==> config.mk <==
export PLATFORM = sky130hd
export DESIGN_NAME = psum_spad_ctrl_flat
export DESIGN_NICKNAME = d
export VERILOG_FILES = /design/src/rtl/pe_pkg.sv /design/src/rtl/psum_spad_ctrl_if.sv /design/src/rtl/psum_sat.sv /design/src/rtl/psum_spad_ctrl.sv /design/src/flat_wrapper.sv
export SDC_FILE = /design/constraint.sdc
export NUM_CORES = 1
export LEC_CHECK = 0
export ABC_AREA = 1
export ABC_CLOCK_PERIOD_IN_PS = 2350
export BUFFER_PORTS_ARGS = -buffer_cell sky130_fd_sc_hd__buf_2
export CAP_MARGIN = 5
export CORE_MARGIN = 4
export CORE_UTILIZATION = 50
export DETAILED_ROUTE_END_ITERATION = 10
export MAX_ROUTING_LAYER = met4
export PLACE_DENSITY = 0.75
export SYNTH_ARGS = -nofsm -noshare
export SYNTH_HDL_FRONTEND = slang
export SYNTH_SLANG_ARGS = --single-unit
==> constraint.sdc <==
create_clock -name clk -period 2.35 [get_ports clk]
set_clock_uncertainty 0.15 [all_clocks]
set_input_delay 0.47 -clock clk [delete_from_list [all_inputs] [get_ports clk]]
set_output_delay 0.47 -clock clk [all_outputs]
set_load 0.02 [all_outputs]
==> src/rtl/pe_pkg.sv <==
// pe_pkg: PE widths shared with macc, psum controller states and the psum clamp helper.
package pe_pkg;
  localparam int SIZEIN = 16;
  localparam int SIZEOUT = 40;
  typedef enum logic [1:0] {IDLE, ACCUM, DRAIN} state_t;
  localparam logic signed [SIZEOUT-1:0] PSUM_MAX = {{(SIZEOUT-SIZEIN+1){1'b0}}, {(SIZEIN-1){1'b1}}};
  localparam logic signed [SIZEOUT-1:0] PSUM_MIN = ~PSUM_MAX;
  function automatic logic [SIZEIN-1:0] sat_psum(input logic signed [SIZEOUT-1:0] acc);
    return acc > PSUM_MAX ? PSUM_MAX[SIZEIN-1:0] : acc < PSUM_MIN ? PSUM_MIN[SIZEIN-1:0] : acc[SIZEIN-1:0];
  endfunction
endpackage

==> src/rtl/psum_spad_ctrl_if.sv <==
// psum_stream_if: valid/ready stream carrying drained psums.
interface psum_stream_if #(parameter int W = 16) ();
  logic valid;
  logic ready;
  logic last;
  logic [W-1:0] data;
  modport master (output valid, data, last, input ready);
  modport slave (input valid, data, last, output ready);
endinterface

==> src/rtl/psum_sat.sv <==
// psum_sat: signed clamp of the PE accumulator down to the stored psum width.
module psum_sat import pe_pkg::*; (
  input  logic signed [SIZEOUT-1:0] acc,
  output logic [SIZEIN-1:0] psum
);
  assign psum = sat_psum(acc);
endmodule

==> src/rtl/psum_spad_ctrl.sv <==
// psum_spad_ctrl: psum scratchpad feeding a macc PE over several passes, then draining results.
module psum_spad_ctrl import pe_pkg::*; #(
  parameter int DEPTH = 16,
  parameter int PSUM_W = SIZEIN,
  parameter int ACC_W = SIZEOUT,
  parameter int PASS_W = 8,
  parameter int LEN_W = $clog2(DEPTH+1)
) (
  input  logic clk,
  input  logic rst_n,
  input  logic start,
  input  logic [LEN_W-1:0] cfg_len,
  input  logic [PASS_W-1:0] cfg_passes,
  output logic busy,
  input  logic mac_vld,
  output logic pe_clear,
  output logic [PSUM_W-1:0] pe_psum,
  input  logic signed [ACC_W-1:0] pe_accum,
  output logic done,
  psum_stream_if.master drain
);
  localparam int IW = $clog2(DEPTH);
  state_t state, nxt;
  logic [PSUM_W-1:0] mem [DEPTH];
  logic [IW-1:0] idx, wb_idx, didx;
  logic [LEN_W-1:0] len;
  logic [PASS_W-1:0] pass, passes;
  logic wb_vld, wb_clr, wb_last, go, acc_mac, wrap, fin_mac, hs;
  logic [PSUM_W-1:0] sat_val;
  psum_sat u_sat (.acc(pe_accum), .psum(sat_val));
  // the final op's writeback cycle blocks further ops; the FSM leaves ACCUM at its end
  always_comb begin
    busy = state != IDLE;
    drain.valid = state == DRAIN;
    drain.data = drain.valid ? mem[didx] : '0;
    drain.last = drain.valid && LEN_W'(didx) == len - LEN_W'(1);
    pe_clear = wb_vld && wb_clr;
    pe_psum = wb_vld ? mem[wb_idx] : '0;
    hs = drain.valid && drain.ready;
    go = state == IDLE && start && cfg_len != '0 && cfg_len <= LEN_W'(DEPTH) && cfg_passes != '0;
    acc_mac = state == ACCUM && mac_vld && !(wb_vld && wb_last);
    wrap = LEN_W'(idx) == len - LEN_W'(1);
    fin_mac = wrap && pass == passes - PASS_W'(1);
    nxt = state == IDLE ? (go ? ACCUM : IDLE) :
          state == ACCUM ? (wb_vld && wb_last ? DRAIN : ACCUM) :
          (hs && drain.last ? IDLE : DRAIN);
  end
  always_ff @(posedge clk or negedge rst_n)
    if (!rst_n) begin
      state <= IDLE;
      idx <= '0;
      pass <= '0;
      len <= '0;
      passes <= '0;
      wb_vld <= 1'b0;
      wb_idx <= '0;
      wb_clr <= 1'b0;
      wb_last <= 1'b0;
      didx <= '0;
      done <= 1'b0;
    end else begin
      state <= nxt;
      done <= hs && drain.last;
      wb_vld <= acc_mac;
      if (go) begin
        len <= cfg_len;
        passes <= cfg_passes;
        idx <= '0;
        pass <= '0;
        didx <= '0;
      end
      if (acc_mac) begin
        wb_idx <= idx;
        wb_clr <= pass == '0;
        wb_last <= fin_mac;
        idx <= wrap ? '0 : idx + IW'(1);
        if (wrap) pass <= pass + PASS_W'(1);
      end
      if (hs) didx <= didx + IW'(1);
    end
  always_ff @(posedge clk)
    if (wb_vld) mem[wb_idx] <= sat_val;
endmodule

==> src/flat_wrapper.sv <==
// flat-port wrapper written by rule: the top's interface ports become plain ports
module psum_spad_ctrl_flat import pe_pkg::*;
#(
  parameter int DEPTH = 16,
  parameter int PSUM_W = SIZEIN,
  parameter int ACC_W = SIZEOUT,
  parameter int PASS_W = 8,
  parameter int LEN_W = $clog2(DEPTH+1)
)
  (clk, rst_n, start, cfg_len, cfg_passes, busy, mac_vld, pe_clear, pe_psum, pe_accum, done, drain_valid, drain_data, drain_last, drain_ready);
  psum_stream_if #(.W(16)) drain_i ();
  input  logic clk;
  input  logic rst_n;
  input  logic start;
  input  logic [LEN_W-1:0] cfg_len;
  input  logic [PASS_W-1:0] cfg_passes;
  output logic busy;
  input  logic mac_vld;
  output logic pe_clear;
  output logic [PSUM_W-1:0] pe_psum;
  input  logic signed [ACC_W-1:0] pe_accum;
  output logic done;
  output wire logic [$bits(drain_i.valid)-1:0] drain_valid;
  output wire logic [$bits(drain_i.data)-1:0] drain_data;
  output wire logic [$bits(drain_i.last)-1:0] drain_last;
  input wire logic [$bits(drain_i.ready)-1:0] drain_ready;
  assign drain_valid = drain_i.valid;
  assign drain_data = drain_i.data;
  assign drain_last = drain_i.last;
  assign drain_i.ready = drain_ready;
  psum_spad_ctrl #(.DEPTH(DEPTH), .PSUM_W(PSUM_W), .ACC_W(ACC_W), .PASS_W(PASS_W), .LEN_W(LEN_W)) u_core (.clk(clk), .rst_n(rst_n), .start(start), .cfg_len(cfg_len), .cfg_passes(cfg_passes), .busy(busy), .mac_vld(mac_vld), .pe_clear(pe_clear), .pe_psum(pe_psum), .pe_accum(pe_accum), .done(done), .drain(drain_i));
endmodule
==> metrics <==
outcome finished, violations left; failing checks setup timing; most frequent cells in the layout nand2_1, edfxtp_1, nor2_1; Clock power frac 29.6%; final hold viol count 0; critical path fanouts, max 7; clk buf depth 3; PortBufs 94; GRT overflow 0; drt drc 0; leakage dissipation 7.16 nW; row count 62; initial DRC count 2,379; Placer Congestion 0.908; die width 179 um; first-pass GRT wire length 69,700 um; CP endpoint kind primary output; Seq/Total Area, Yosys 59.3%; final HPWL from detailed placement 28,600 um; vias in the first global route 12,327; drt via density 6.30; TritonCTS clock tree yes; maximum VDD drop 562 uV; critical path arrival 2.39 ns; count of final setup violators 33; Initial Util 50.7%; mapped cell area 14,600 um^2; mean post-synth cell area 9.73 um^2; post-route non-filler standard cell count 2,091; Post-Syn Nets 1,565; Clock Pin Slew Worst Setup and Hold Paths 0.06 ns; slack of the critical path -0.657 ns; critical path class flop to primary output; final setup TNS -18.36 ns; Max Cap Viol 0; FMAX 333 MHz; max-slew violations 0; worst skew pair latency 0.56 ns; final period utilization 128%; Net Switching 5.07 mW; PwrDens 830 nW/um^2; RSZ-0062 raised after global routing yes; GR Util All Layers 29.3%; dpl cells 1,995; via count 13,173; Fin Hold WS 0.0224 ns; drt wl/cell 23.2 um; pin count of the biggest net entering global routing 58; total power 15.6 mW; met2 Usage GRT 45.8%; Final #Nets 1,747; Hold WC Path Type primary input to flop; met1 Track Usage GR 37.2%; Worst EP required 1.73 ns; die area 32,000 um^2; slew margin rel. 41.5%; Min Clock Period, post-route 3.01 ns; synthesis-to-finish area growth 28.9%; Slew @ Worst Pin 0.877 ns; total of warnings raised by yosys 0; clk sink count 295; flops & latches, synth 295; Post-Syn Instances 1,501; startpoint types flop; Yosys cell types 33; CTS HTree Levels 1; Die Height 179 um; core footprint 28,800 um^2; total length of routed wires 48,600 um; Num CTS Buffers 31; sequential share of power 40.7%; Sw Share 32.5%; layout cells sized above 1 27.0%; TritonRoute pass-1 iters 7; met3 GRT Util 5.21%; busiest grt layer met2; # diodes 0; P_int 10.5 mW; Post-DRT Antenna Nets 0; most common cell after layout, fill and taps aside nand2_1; CTS root buf clkbuf_16; initial antenna violation count 0; Logic pwr share 29.7%; # IOs 95
## metal layers
metal / up-vias / part of all wire, %
met5: - / 0
met4: 0 / 5.7
met3: 231 / 12
met2: 984 / 46
met1: 6234 / 36
li1: 5724 / -
## flip-flops by register name, indices dropped and copies added (netlist names)
register,cells
u_core.pass,8
u_core.didx,4
u_core.len,5
u_core.idx,4
u_core.wb_vld,1
u_core.done,1
u_core.mem,256
u_core.state,2
u_core.passes,8
u_core.wb_idx,4
u_core.wb_clr,1
u_core.wb_last,1
## stage by stage
stage / setup WS (ns) / area (um^2) / utilization (%)
floorplan: 0.0500 / 14600 / -
global placement: -0.0803 / 16400 / 56.9
detailed placement: -0.0902 / 16400 / 56.9
CTS: -0.576 / 18100 / 63.1
global route: -0.699 / 18800 / 65.4
finish: -0.657 / 18800 / 65.4
## final cells by class
cell class | instances | area [um^2]
Sequential cell | 295 | 8670
Clock buffer | 37 | 818
Timing Repair Buffer | 245 | 2660
Inverter | 64 | 260
Fill cell | 2061 | 9960
Multi-Input combinational cell | 1046 | 5780
Clock inverter | 20 | 144
Tap cell | 384 | 480
## power groups by stage
stage | clock network (mW) | registers [mW] | logic [mW]
2_1_floorplan | 0 | 6.34 | 2.04
6_report | 4.63 | 6.35 | 4.63
4_1_cts | 4.65 | 6.32 | 4.23
3_3_place_gp | 0 | 6.39 | 3.62
5_1_grt | 4.90 | 6.38 | 4.85
3_5_place_dp | 0 | 6.41 | 3.68
## path summary, 6_finish.rpt
check / startpoint / endpoint / slack, ns / cells past startpoint
worst min-delay path: cfg_passes[6] / u_core.passes[6] / 0.02 / 3
worst max register to register: u_core.wb_idx[1] / u_core.mem[6][14] / 0.06 / 7
worst min register to register: u_core.wb_last / u_core.wb_last / 0.33 / 2
max in group asynchronous: rst_n / u_core.didx[0] / 1.32 / 3
worst max-delay path: u_core.didx[0] / drain_data[11] / -0.66 / 10
min in group asynchronous: rst_n / u_core.len[2] / 0.21 / 2
## kinds of logic after synthesis
logic type	synth area share, %
flops	59.3
simple gates	17.8
compound gates	16.3
fa+ha+maj	0.514
xor+xnor	0.900
buf+inv	5.17
## repair_timing
action / CTS / global route
endpoints found under the setup margin: 33 / 33
resized for setup: 135 / 98
hold endpoints to repair: 14 / 0
pin swaps: 40 / 85
setup buffers: 6 / 13
hold buffers: 1 / 0
gates cloned: 9 / 14
## cells in the mapped netlist, drive strengths merged
cell type  instances  area, um^2
o21ai            161         810
nor4               5        31.3
nand3             64         320
edfxtp           256        7690
clkbuf            24        91.3
xnor2              5        43.8
clkinv             2        7.51
a21oi             17        85.1
nand3b             3        22.5
nor2             278        1050
xor2              10        87.6
ha                 6        75.1
o21bai             2        18.8
dfrtp             39         976
o211ai            64         485
nand2            286        1070
nand4             14        93.8
a22oi            128         961
buf               72         423
o22ai              2        12.5
inv               62         233
o31ai              1        7.51
## critical path, stage by stage, from the launching register on
cell and delay, ns:
dfrtp_4 0.42, buf_4 0.21, clkbuf_16 0.18, nor2_1 0.05, nor2_1 0.10, o21ai_0 0.12, o211ai_1 0.11, nand3_1 0.15
a21oi_2 0.21, buf_4 0.15, buf_6 0.11
Power figures use the tool's default switching activity.
